**src/rtl/button_debounce_n.sv**
```systemverilog
// button_debounce_n: multi-channel button synchroniser, debouncer and press/release/repeat pulse generator
module button_debounce_n #(
   parameter int CHANNELS        = 2,
   parameter int DEBOUNCE_CYCLES = 4,
   parameter int ACTIVE_LOW      = 1,
   parameter int REPEAT_EN       = 0,
   parameter int REPEAT_DELAY    = 8,
   parameter int REPEAT_RATE     = 4
) (
   input  logic                clk,
   input  logic                rst,
   input  logic [CHANNELS-1:0] btn_raw,
   output logic [CHANNELS-1:0] btn_level,
   output logic [CHANNELS-1:0] btn_press,
   output logic [CHANNELS-1:0] btn_release
);
   localparam int CW = $clog2(DEBOUNCE_CYCLES + 1);
   localparam int RW = $clog2((REPEAT_DELAY > REPEAT_RATE ? REPEAT_DELAY : REPEAT_RATE) + 1);
   localparam logic [CHANNELS-1:0] IDLE = (ACTIVE_LOW != 0) ? '1 : '0;

   logic [CHANNELS-1:0] s1_q, s2_q, p;
   logic [CHANNELS-1:0] level_q, level_d, press_q, press_d, release_q, release_d, rep_q, rep_d;
   logic [CW-1:0]       cnt_q  [CHANNELS];
   logic [CW-1:0]       cnt_d  [CHANNELS];
   logic [RW-1:0]       rcnt_q [CHANNELS];
   logic [RW-1:0]       rcnt_d [CHANNELS];

   assign p           = s2_q ^ IDLE;
   assign btn_level   = level_q;
   assign btn_press   = press_q;
   assign btn_release = release_q;

   // Per channel: debounce count, level update, edge pulses and hold-to-repeat timing
   always_comb begin
      for (int i = 0; i < CHANNELS; i++) begin
         level_d[i] = level_q[i];
         cnt_d[i]   = '0;
         rcnt_d[i]  = '0;
         rep_d[i]   = 1'b0;
         if (p[i] != level_q[i]) begin
            if (cnt_q[i] == CW'(DEBOUNCE_CYCLES - 1)) level_d[i] = p[i];
            else cnt_d[i] = cnt_q[i] + 1'b1;
         end
         press_d[i]   = ~level_q[i] & level_d[i];
         release_d[i] = level_q[i] & ~level_d[i];
         if (REPEAT_EN != 0 && level_q[i] && level_d[i]) begin
            if (rcnt_q[i] == (rep_q[i] ? RW'(REPEAT_RATE - 1) : RW'(REPEAT_DELAY - 1))) begin
               press_d[i] = 1'b1;
               rep_d[i]   = 1'b1;
            end else begin
               rcnt_d[i] = rcnt_q[i] + 1'b1;
               rep_d[i]  = rep_q[i];
            end
         end
      end
   end

   // State registers; synchroniser restarts from the released pin value on reset
   always_ff @(posedge clk) begin
      if (rst) begin
         s1_q      <= IDLE;
         s2_q      <= IDLE;
         level_q   <= '0;
         press_q   <= '0;
         release_q <= '0;
         rep_q     <= '0;
         for (int i = 0; i < CHANNELS; i++) begin
            cnt_q[i]  <= '0;
            rcnt_q[i] <= '0;
         end
      end else begin
         s1_q      <= btn_raw;
         s2_q      <= s1_q;
         level_q   <= level_d;
         press_q   <= press_d;
         release_q <= release_d;
         rep_q     <= rep_d;
         for (int i = 0; i < CHANNELS; i++) begin
            cnt_q[i]  <= cnt_d[i];
            rcnt_q[i] <= rcnt_d[i];
         end
      end
   end
endmodule

```
**config.mk**
```make
export PLATFORM = sky130hd
export DESIGN_NAME = button_debounce_n
export DESIGN_NICKNAME = d
export VERILOG_FILES = /design/src/rtl/button_debounce_n.sv
export SDC_FILE = /design/constraint.sdc
export NUM_CORES = 1
export LEC_CHECK = 0
export BUFFER_PORTS_ARGS = -buffer_cell sky130_fd_sc_hd__buf_2
export CELL_PAD_IN_SITES_DETAIL_PLACEMENT = 2
export CELL_PAD_IN_SITES_GLOBAL_PLACEMENT = 2
export CORE_MARGIN = 5
export CORE_UTILIZATION = 37
export CTS_BUF_LIST = sky130_fd_sc_hd__clkbuf_4
export CTS_CLUSTER_SIZE = 8
export DETAILED_ROUTE_END_ITERATION = 10
export GPL_ROUTABILITY_DRIVEN = 0
export MAX_ROUTING_LAYER = met4
export PLACE_DENSITY = 0.86
export SYNTH_ARGS = -nofsm -noshare
export SYNTH_HDL_FRONTEND = slang
export SYNTH_SLANG_ARGS = --single-unit
```
**constraint.sdc**
```tcl
create_clock -name clk -period 1.4 [get_ports clk]
set_input_delay 0.21 -clock clk [delete_from_list [all_inputs] [get_ports clk]]
set_output_delay 0.21 -clock clk [all_outputs]
set_load 0.01 [all_outputs]
```
==> impl_metrics.yaml <==
status:
  status: "completed"
place:
  pre_cts_ws_ns: 0.2042
  detailed_place_hpwl_um: 679.3
  dp_cells: 69
  port_buffers: 9
global_routing:
  grtUsageTotal_pct: 9.446
  grt_pass1_vias: 363
  grt_pass1_wl_um: 1662
  antenna_found_initial: 0
  grt_max_degree: 17
  grt_overflow: 0
clocking:
  clockRootBuffer: "clkbuf_4"
  cts_made_buffers: 3
  htree_levels: 1
  clk_latency_ns: 0.28
  post_cts_buffers: 0
  clock-sinks: 16
  cts_resized: 0
  clockBufferDepth: 2
  hold_buffers: 0
  clkSlewWorstSetupHoldPaths_ns: 0.09
  cts_tree: "done"
setup_path:
  reg2reg_from: "cnt_q[0][3]"
  slowest_stage: "dfxtp_1"
  critical_path.max_fanout: 7
  r2r_setup_slack_ns: 0.20
  critPathMaxStageDelay_ns: 0.33
  critPathCapture: "btn_level[1]"
  path_class: "flop to flop"
  cp_common_cell: "ha_1"
  r2r_cells: 4
  worstPathRequired_ns: 1.62
  startpoint: "cnt_q[0][3]"
  crit_chain: "ha_1 -> ha_1 -> nand2b_1 -> a21oi_1"
  cp_data_arrival_time_ns: 1.42
  reg2reg_to: "btn_level[1]"
  start_kind: "flop"
  cp-end-kind: "flop"
layout:
  final_cell_mix: "dfxtp_1 (16), buf_2 (9), nor4b_2 (4), nand2b_1 (4), ha_1 (4)"
  areaGrowthSynthToFinish_pct: 12.90
  fin_cells: 72
  drive_above_1_share_pct: 37.50
  final_common_cell: "dfxtp_1"
  num_antenna_cells: 0
  finalNetCount: 66
floorplan:
  dieArea_um2: 2500
  io_pins: 10
  core-area_um2: 1506
  die_y_um: 50.00
  dieWidth_um: 50.00
  initial_utilization_pct: 39.29
  row_count: 14
sta:
  max_freq_mhz: 833.1
  hold_violations: 0
  rsz0062_at_grt: "false"
  slew_headroom_pct: 79.09
  finalSetupTns_ns: 0
  fin_ws_ns: 0.1997
  slew_violations: 0
  worstMarginPinSlew_ns: 0.3137
  skew_ns: 0.0006248
  min_period_ns: 1.200
  setup_violations: 0
  whs_ns: 0.09550
  period_share_pct: 85.74
synth:
  netlist_instances: 45
  yosys_warnings: 0
  ys_types: 14
  synth_seq_cells: 16
  synth_fp_nets: 53
  netlist_area_um2: 591.8
  seq_area_frac_synth_pct: 54.12
  avgSynthCellArea_um2: 13.15
  yosysTopAreaCellShare_pct: 54.12
  yosysTopAreaCell: "dfxtp_1"
  synthTopCellsByArea: "dfxtp_1 (54%), nor4b_2 (10%), ha_1 (8.5%), nand2b_1 (4.2%), nor4_2 (4.2%)"
min_path:
  hold_path.class: "input pin to flop"
detailed_routing:
  vias: 365
  drtIter0Drc: 1
  via_per_inst: 5.069
  wl_um: 945
  ant_nets: 0
  drc: 0
  dr.pass1.iters: 3
  wl_per_cell_um: 13.13
pwr:
  ir_drop_v: 0.0005345
  p_per_area_nw_per_um2: 1091
  p_leak_uw: 0.0002645
  finalPower_uw: 728.8
run:
  max_cap_violations: 0
==> critical path, delay by kind of cell, from the launching register on <==
kind                       cells  cell delay, ns
AOI/OAI and AO/OA              1            0.14
adders and majority gates      2            0.48
DFF                            1            0.33
and+or+nand+nor                1            0.18
==> synthesized netlist by cell type <==
cell type,number
dfxtp_1,16
ha_1,4
nand2b_1,4
nor4b_2,4
a21oi_1,2
and4b_1,2
inv_1,2
nor4_1,2
nor4_2,2
or2_1,2
or2_2,2
buf_6,1
xor2_1,1
xor2_2,1
==> flip-flops by register name (all words and copies together), names as in the netlist <==
signal	flops
btn_press	2
btn_level	2
s1_q	2
s2_q	2
cnt_q	6
btn_release	2
==> worst min-delay path by stage <==
| stage | from | endpoint | slack (ns) | cells past startpoint |
|---|---|---|---|---|
| finish | btn_raw[0] | s1_q[0] | 0.1 | 2 |
| global route | btn_raw[0] | s1_q[0] | 0.08 | 2 |
| CTS | btn_raw[0] | s1_q[0] | 0.08 | 2 |
| detailed placement | btn_raw[0] | s1_q[0] | 0.40 | 2 |
| global placement | s1_q[0] | s2_q[0] | 0.39 | 1 |
| floorplan | rst | s2_q[0] | 0.31 | 1 |
==> final cells by class <==
cell class | instances | area (um2)
fillers | 165 | 838.3
flip-flops and latches | 16 | 320.3
multi-input cells | 26 | 252.7
repair buffers | 9 | 45.04
clock buffers | 3 | 22.52
well taps | 16 | 20.02
inverters | 2 | 7.507
==> stage by stage <==
step                      cell area [um2]  util, %
after floorplan                     591.8        -
after global placement              645.6    42.86
after detailed placement            645.6    42.86
after CTS                           668.1    44.35
after global routing                668.1    44.35
final                               668.1    44.35
==> power breakdown <==
part           switching [uW]  internal (uW)  total, uW
registers                4.96            462        467
clock network             139            100        239
logic                    12.4           10.3       22.7
==> metal layers <==
layer  vias to the layer above  wire, um  track usage, %
met5                         -         0               -
met2                         8       394           11.72
met3                         3        63           5.422
met1                       172       457           11.11
li1                        182         -               -
met4                         0        30           6.550
==> cells by family after synthesis <==
family	after synthesis	synth area share, %
AND/OR/NAND/NOR	18	28.33
adder cells (fa/ha/maj)	4	8.457
buffers and inverters	3	3.172
flip-flops	16	54.12
AO/OA/AOI/OAI	2	1.691
XOR/XNOR	2	4.229
No activity file was read; power rests on OpenSTA's default activity.
